==> config.mk <==
export PLATFORM = sky130hd
export DESIGN_NAME = multicycle_controller
export DESIGN_NICKNAME = d
export VERILOG_FILES = /design/src/rtl/multicycle_controller_pkg.sv /design/src/rtl/multicycle_controller_alu_decoder.sv /design/src/rtl/multicycle_controller.sv
export SDC_FILE = /design/constraint.sdc
export NUM_CORES = 1
export LEC_CHECK = 0
export BUFFER_PORTS_ARGS = -buffer_cell sky130_fd_sc_hd__buf_2
export CAP_MARGIN = 10
export CORE_MARGIN = 1
export CORE_UTILIZATION = 40
export CTS_CLUSTER_DIAMETER = 80
export DETAILED_ROUTE_END_ITERATION = 16
export PLACE_DENSITY_LB_ADDON = 0.08
export SLEW_MARGIN = 20
export SYNTH_ARGS = -nofsm -noshare
export SYNTH_HDL_FRONTEND = slang
export SYNTH_SLANG_ARGS = --single-unit
==> constraint.sdc <==
create_clock -name clk -period 3.17 [get_ports clk]
set_clock_uncertainty 0.15 [all_clocks]
set_input_delay 0.1585 -clock clk [delete_from_list [all_inputs] [get_ports clk]]
set_output_delay 0.1585 -clock clk [all_outputs]
set_load 0.005 [all_outputs]
==> src/rtl/multicycle_controller_pkg.sv <==
// Shared encodings for the multicycle RISC-V controller: states, opcodes,
// datapath mux codes and the per-state control word.
package multicycle_controller_pkg;

  typedef enum logic [3:0] {
    S_FETCH, S_DECODE, S_MEMADR, S_MEMREAD, S_MEMWB, S_MEMWRITE, S_EXECR,
    S_EXECI, S_ALUWB, S_BRANCH, S_JAL, S_JALR1, S_JALR2, S_LUI
  } state_t;

  localparam logic [6:0] OP_LOAD   = 7'b0000011;
  localparam logic [6:0] OP_STORE  = 7'b0100011;
  localparam logic [6:0] OP_RTYPE  = 7'b0110011;
  localparam logic [6:0] OP_ITYPE  = 7'b0010011;
  localparam logic [6:0] OP_BRANCH = 7'b1100011;
  localparam logic [6:0] OP_JAL    = 7'b1101111;
  localparam logic [6:0] OP_JALR   = 7'b1100111;
  localparam logic [6:0] OP_LUI    = 7'b0110111;

  localparam logic [2:0] ALU_ADD  = 3'd0;
  localparam logic [2:0] ALU_SUB  = 3'd1;
  localparam logic [2:0] ALU_AND  = 3'd2;
  localparam logic [2:0] ALU_OR   = 3'd3;
  localparam logic [2:0] ALU_XOR  = 3'd4;
  localparam logic [2:0] ALU_SLT  = 3'd5;
  localparam logic [2:0] ALU_SLTU = 3'd6;

  localparam logic [2:0] IMM_I = 3'b000;
  localparam logic [2:0] IMM_S = 3'b001;
  localparam logic [2:0] IMM_B = 3'b010;
  localparam logic [2:0] IMM_J = 3'b011;
  localparam logic [2:0] IMM_U = 3'b100;

  localparam logic [1:0] RES_ALUOUT = 2'b00;
  localparam logic [1:0] RES_DATA   = 2'b01;
  localparam logic [1:0] RES_ALURES = 2'b10;
  localparam logic [1:0] RES_IMM    = 2'b11;

  localparam logic [1:0] SRCA_PC    = 2'b00;
  localparam logic [1:0] SRCA_OLDPC = 2'b01;
  localparam logic [1:0] SRCA_RD1   = 2'b10;

  localparam logic [1:0] SRCB_RD2  = 2'b00;
  localparam logic [1:0] SRCB_IMM  = 2'b01;
  localparam logic [1:0] SRCB_FOUR = 2'b10;

  typedef struct packed {
    logic       pc_write;
    logic       ir_write;
    logic       mem_write;
    logic       reg_write;
    logic       adr_src;
    logic [1:0] alu_src_a;
    logic [1:0] alu_src_b;
    logic [1:0] result_src;
    logic [2:0] alu_control;
  } ctrl_t;

  // Moore control word for a state; alu_ctl is only consumed by EXECR/EXECI.
  function automatic ctrl_t state_ctrl(input state_t s, input logic [2:0] alu_ctl);
    ctrl_t c;
    c = '0;
    case (s)
      S_FETCH: begin
        c.ir_write = 1'b1; c.pc_write = 1'b1;
        c.alu_src_a = SRCA_PC; c.alu_src_b = SRCB_FOUR; c.result_src = RES_ALURES;
      end
      S_DECODE:   begin c.alu_src_a = SRCA_OLDPC; c.alu_src_b = SRCB_IMM; end
      S_MEMADR:   begin c.alu_src_a = SRCA_RD1; c.alu_src_b = SRCB_IMM; end
      S_MEMREAD:  c.adr_src = 1'b1;
      S_MEMWB:    begin c.result_src = RES_DATA; c.reg_write = 1'b1; end
      S_MEMWRITE: begin c.adr_src = 1'b1; c.mem_write = 1'b1; end
      S_EXECR: begin
        c.alu_src_a = SRCA_RD1; c.alu_src_b = SRCB_RD2; c.alu_control = alu_ctl;
      end
      S_EXECI: begin
        c.alu_src_a = SRCA_RD1; c.alu_src_b = SRCB_IMM; c.alu_control = alu_ctl;
      end
      S_ALUWB:    begin c.result_src = RES_ALUOUT; c.reg_write = 1'b1; end
      S_BRANCH: begin
        c.alu_src_a = SRCA_RD1; c.alu_src_b = SRCB_RD2; c.alu_control = ALU_SUB;
      end
      S_JAL: begin
        c.alu_src_a = SRCA_OLDPC; c.alu_src_b = SRCB_FOUR; c.pc_write = 1'b1;
      end
      S_JALR1: begin
        c.alu_src_a = SRCA_RD1; c.alu_src_b = SRCB_IMM; c.result_src = RES_ALURES;
        c.pc_write = 1'b1;
      end
      S_JALR2: begin
        c.alu_src_a = SRCA_OLDPC; c.alu_src_b = SRCB_FOUR; c.result_src = RES_ALURES;
        c.reg_write = 1'b1;
      end
      S_LUI:      begin c.result_src = RES_IMM; c.reg_write = 1'b1; end
      default:    c = '0;
    endcase
    return c;
  endfunction

endpackage

==> src/rtl/multicycle_controller_alu_decoder.sv <==
// ALU operation decode for R/I-type execute states; purely combinational.
module alu_decoder
  import multicycle_controller_pkg::*;
(
  input  logic       op5,
  input  logic [2:0] funct3,
  input  logic       funct7b5,
  output logic [2:0] alu_control
);

  always_comb begin
    alu_control = ALU_ADD;
    case (funct3)
      // op5 separates R-type from I-type: addi never becomes sub.
      3'b000:  alu_control = (op5 && funct7b5) ? ALU_SUB : ALU_ADD;
      3'b100:  alu_control = ALU_XOR;
      3'b110:  alu_control = ALU_OR;
      3'b111:  alu_control = ALU_AND;
      3'b010:  alu_control = ALU_SLT;
      3'b011:  alu_control = ALU_SLTU;
      default: alu_control = ALU_ADD;
    endcase
  end

endmodule

==> src/rtl/multicycle_controller.sv <==
// Multicycle RV32 main controller: registered Moore control word per state,
// with branch PCWrite resolved combinationally from the ALU flags.
module multicycle_controller
  import multicycle_controller_pkg::*;
(
  input  logic       clk,
  input  logic       rst_n,
  input  logic [6:0] op,
  input  logic [2:0] funct3,
  input  logic       funct7b5,
  input  logic       zero,
  input  logic       lt,
  input  logic       bge,
  output logic       PCWrite,
  output logic       IRWrite,
  output logic       MemWrite,
  output logic       RegWrite,
  output logic       AdrSrc,
  output logic [1:0] ALUSrcA,
  output logic [1:0] ALUSrcB,
  output logic [1:0] ResultSrc,
  output logic [2:0] ALUControl,
  output logic [2:0] ImmSrc
);

  localparam ctrl_t CTRL_FETCH = state_ctrl(S_FETCH, ALU_ADD);

  state_t     state;
  state_t     state_nxt;
  ctrl_t      ctrl;
  logic [2:0] alu_dec;
  logic       taken;

  alu_decoder u_alu_decoder (
    .op5         (op[5]),
    .funct3      (funct3),
    .funct7b5    (funct7b5),
    .alu_control (alu_dec)
  );

  always_comb begin
    state_nxt = S_FETCH;
    case (state)
      S_FETCH: state_nxt = S_DECODE;
      S_DECODE: begin
        case (op)
          OP_LOAD, OP_STORE: state_nxt = S_MEMADR;
          OP_RTYPE:          state_nxt = S_EXECR;
          OP_ITYPE:          state_nxt = S_EXECI;
          OP_BRANCH:         state_nxt = S_BRANCH;
          OP_JAL:            state_nxt = S_JAL;
          OP_JALR:           state_nxt = S_JALR1;
          OP_LUI:            state_nxt = S_LUI;
          default:           state_nxt = S_FETCH;
        endcase
      end
      S_MEMADR:  state_nxt = (op == OP_LOAD) ? S_MEMREAD : S_MEMWRITE;
      S_MEMREAD: state_nxt = S_MEMWB;
      S_EXECR, S_EXECI, S_JAL: state_nxt = S_ALUWB;
      S_JALR1:   state_nxt = S_JALR2;
      default:   state_nxt = S_FETCH;
    endcase
  end

  // The control word is loaded for the state being entered, so it lines up
  // with that state's cycle; reset preloads FETCH for the first cycle after release.
  always_ff @(posedge clk or negedge rst_n) begin
    if (!rst_n) begin
      state <= S_FETCH;
      ctrl  <= CTRL_FETCH;
    end else begin
      state <= state_nxt;
      ctrl  <= state_ctrl(state_nxt, alu_dec);
    end
  end

  always_comb begin
    taken = 1'b0;
    case (funct3)
      3'b000:  taken = zero;
      3'b001:  taken = ~zero;
      3'b100:  taken = lt;
      3'b101:  taken = bge;
      default: taken = 1'b0;
    endcase
  end

  always_comb begin
    ImmSrc = IMM_I;
    case (op)
      OP_STORE:  ImmSrc = IMM_S;
      OP_BRANCH: ImmSrc = IMM_B;
      OP_JAL:    ImmSrc = IMM_J;
      OP_LUI:    ImmSrc = IMM_U;
      default:   ImmSrc = IMM_I;
    endcase
  end

  // Write enables are gated by rst_n so they drop the instant reset asserts.
  assign PCWrite    = rst_n & ((state == S_BRANCH) ? taken : ctrl.pc_write);
  assign IRWrite    = rst_n & ctrl.ir_write;
  assign MemWrite   = rst_n & ctrl.mem_write;
  assign RegWrite   = rst_n & ctrl.reg_write;
  assign AdrSrc     = ctrl.adr_src;
  assign ALUSrcA    = ctrl.alu_src_a;
  assign ALUSrcB    = ctrl.alu_src_b;
  assign ResultSrc  = ctrl.result_src;
  assign ALUControl = ctrl.alu_control;

endmodule

==> summary.md <==
| Metric | Value |
|---|---|
| IR drop worst, VDD | 0.310 mV |
| Via-to-Cell Ratio | 5.74 |
| Startpoint types | flop |
| Ys async rst share | 100% |
| Total grt overflow | 0 |
| CTS root buf | clkbuf_4 |
| Diodes inserted | 0 |
| RSZ-0062 raised after global routing | false |
| Pwr Density | 539 nW/µm² |
| Final hold violation count | 0 |
| Place WS | 0.864 ns |
| Net Count, Synth | 136 |
| Vias in the first global route | 916 |
| Routed met3 length | 132 µm |
| Worst r2r path cells | 6 |
| Floorplan row count | 19 |
| Post-DP Area | 1290 µm² |
| CTS H-tree depth | 1 |
| DRC | 0 |
| # setup viols final | 0 |
| Syn avg cell area | 9.78 µm² |
| Max Cap Viol | 0 |
| Total number of vias | 1022 |
| Flops & latches, synth | 18 |
| Tmin final | 2.31 ns |
| Met1 wire length | 1170 µm |
| Final WL | 2510 µm |
| Fin area | 1350 µm² |
| CP peak stage delay | 0.50 ns |
| Clock Pin Slew Worst Setup and Hold Paths | 0.11 ns |
| First-pass GRT wire length | 4260 µm |
| Crit. path cell count | 6 |
| DIE AREA | 3150 µm² |
| Worst path slowest cell | nor4b_1 |
| Gpl congestion | 0.908 |
| Setup bufs post-CTS | 0 |
| Max transition margin | 63.6% |
| Starting Density | 42.6% |
| Wire per inst | 14.1 µm |
| Hold Crit Depth | 3 |
| Kind of critical path | flop to flop |
| Antenna violations before repair | 0 |
| Post-Route Setup TNS | 0 ns |
| FMAX | 433 MHz |
| Setup ws final | 0.862 ns |
| Yosys Warn Count | 0 |
| Antenna-violating nets left | 0 |
| Crit path cell chain | nor4b_1, nor2b_1, a311oi_4, inv_4, nand2_1, o41ai_1 |
| Clk sink count | 18 |
| Pins Over Slew Limit | 0 |
| CTS buffer count | 3 |
| Distinct cell type count of the synthesized netlist | 46 |
| Final worst path period share | 72.8% |
| Final Power | 0.729 mW |
| Core area | 2760 µm² |
| Post-synth EDFFs | 0 |
| Clock insertion delay at the later pin of the skew report | 0.30 ns |
| Arrival time worst endpoint | 2.36 ns |
| Sequential-to-total area share from yosys stat | 38.8% |
| Total leakage power | 0.619 nW |
| Met2 WL | 1150 µm |
| DR pass1 iterations | 4 |
| Synth Cell Area | 1170 µm² |
| Global Route Usage Sum | 17.4% |
| Area Growth Syn to Fin | 15.2% |
| Worst min-delay path category | primary input to flop |
| Post-layout nets | 164 |
| Largest net degree at the start of global routing | 23 |
| Critical Path Sink Type | flop |
| Least-Margin Pin Slew | 0.544 ns |
| CTS tree | done |
| CP Max Fanout | 8 |
| Hpwl dp | 1850 µm |
| WP buf/inv | 1 |
| Post-synth top flop | dfrtp_1 |
| Clock Tree Buf Depth | 2 |
| Highest metal used | met4 |
| Req. time, crit path | 3.22 ns |
| Die Y | 56.2 µm |
| Die width | 56.2 µm |
| Initial drt markers | 28 |
| PortBufs | 32 |
| Ports | 33 |
| Top delay family on crit path | simple AND/OR/NAND/NOR gates |
| Share of post-route cells with drive strength above 1 | 34.0% |
| Status | finished, final reports clean |
| Synth Instances | 120 |
| Finished Core Util | 49.0% |
## cell families (layout without fill, tap and decap cells)
group | Yosys count | after routing | share of synthesized area [%]
simple gates | 44 | 44 | 23.3
xor+xnor | 4 | 4 | 2.99
buf+inv | 18 | 45 | 9.49
flops | 18 | 18 | 38.8
compound gates | 34 | 34 | 23.7
mux | 2 | 2 | 1.71
## registers in the layout, summed over array words and instances (netlist names)
signal	flops
ctrl	4
state	4
ALUControl	3
ALUSrcA	2
ALUSrcB	2
ResultSrc	2
AdrSrc	1
## final cells by class
class                   count  area [µm²]
clock buffers               4        36.3
inverters                   6        25.0
fillers                   267        1410
repair buffers             35         190
well taps                  31        38.8
multi-input cells          84         607
flip-flops and latches     18         455
## metrics by stage
step                hold WS (ns)  cells
floorplan                 -0.287    120
global placement         -0.0263    171
detailed placement       -0.0201    171
CTS                       0.0703    178
global route              0.0853    178
finish                    0.0680    178
## per-layer routing
layer,GRT usage (%),vias up
li1,-,496
met1,24.7,480
met2,26.2,40
met3,2.09,6
met4,8.36,0
met5,0,-
## cells in the final DEF (no fill, tap or decap), types with 2 or more instances in the layout
cell	n
and2_1	4
nand2b_1	5
xor2_1	3
o22ai_1	3
mux2i_1	2
dfrtp_1	14
nor3_1	5
nor2b_1	2
o41ai_1	2
dfstp_2	4
dlygate4sd3_1	3
o31ai_1	3
o21ai_0	4
nor2_1	4
a21oi_1	4
o21a_1	5
nand3_1	4
nor4_1	2
clkbuf_4	3
inv_1	3
inv_2	2
nand2_1	9
a31oi_1	2
buf_2	32
## worst register-to-register path, stage by stage, from the launching register on
cell	delay, ns
dfrtp_1	0.47
nor4b_1	0.50
nor2b_1	0.31
a311oi_4	0.20
inv_4	0.18
nand2_1	0.10
o41ai_1	0.30
## final timing paths
path                            from             to  slack [ns]
max                         state[1]  ALUControl[0]        0.86
min                        funct3[2]  ALUControl[1]        0.07
max reg2reg                 state[1]  ALUControl[0]        0.86
min reg2reg                 state[0]         AdrSrc        0.50
max in group asynchronous      rst_n   ResultSrc[1]        2.37
min in group asynchronous      rst_n     ALUSrcA[0]        0.16
## synth_stat cells, types with 4 or more instances
| cell | instances | share of area, % |
|---|---|---|
| dfrtp_1 | 14 | 30 |
| buf_4 | 9 | 5.8 |
| nand2_1 | 9 | 2.9 |
| nand2b_1 | 5 | 2.7 |
| nor3_1 | 5 | 2.1 |
| o21a_1 | 5 | 3.2 |
| a21oi_1 | 4 | 1.7 |
| and2_1 | 4 | 2.1 |
| dfstp_2 | 4 | 9.0 |
| nand3_1 | 4 | 1.7 |
| nor2_1 | 4 | 1.3 |
| o21ai_0 | 4 | 1.7 |
## power breakdown
| group | internal [mW] | switching [mW] | total (mW) | leakage (nW) |
|---|---|---|---|---|
| Combinational | 0.122 | 0.139 | 0.261 | 0.367 |
| Sequential | 0.297 | 0.0243 | 0.321 | 0.231 |
| Clock | 0.0701 | 0.0767 | 0.147 | 0.0210 |
| Total | 0.488 | 0.240 | 0.729 | 0.619 |
## repair_timing
item                      CTS  global route
hold buffers                3             0
gates resized for setup     0             0
hold endpoints to repair   20             0
Note: power is estimated with default switching activity, not from simulation.
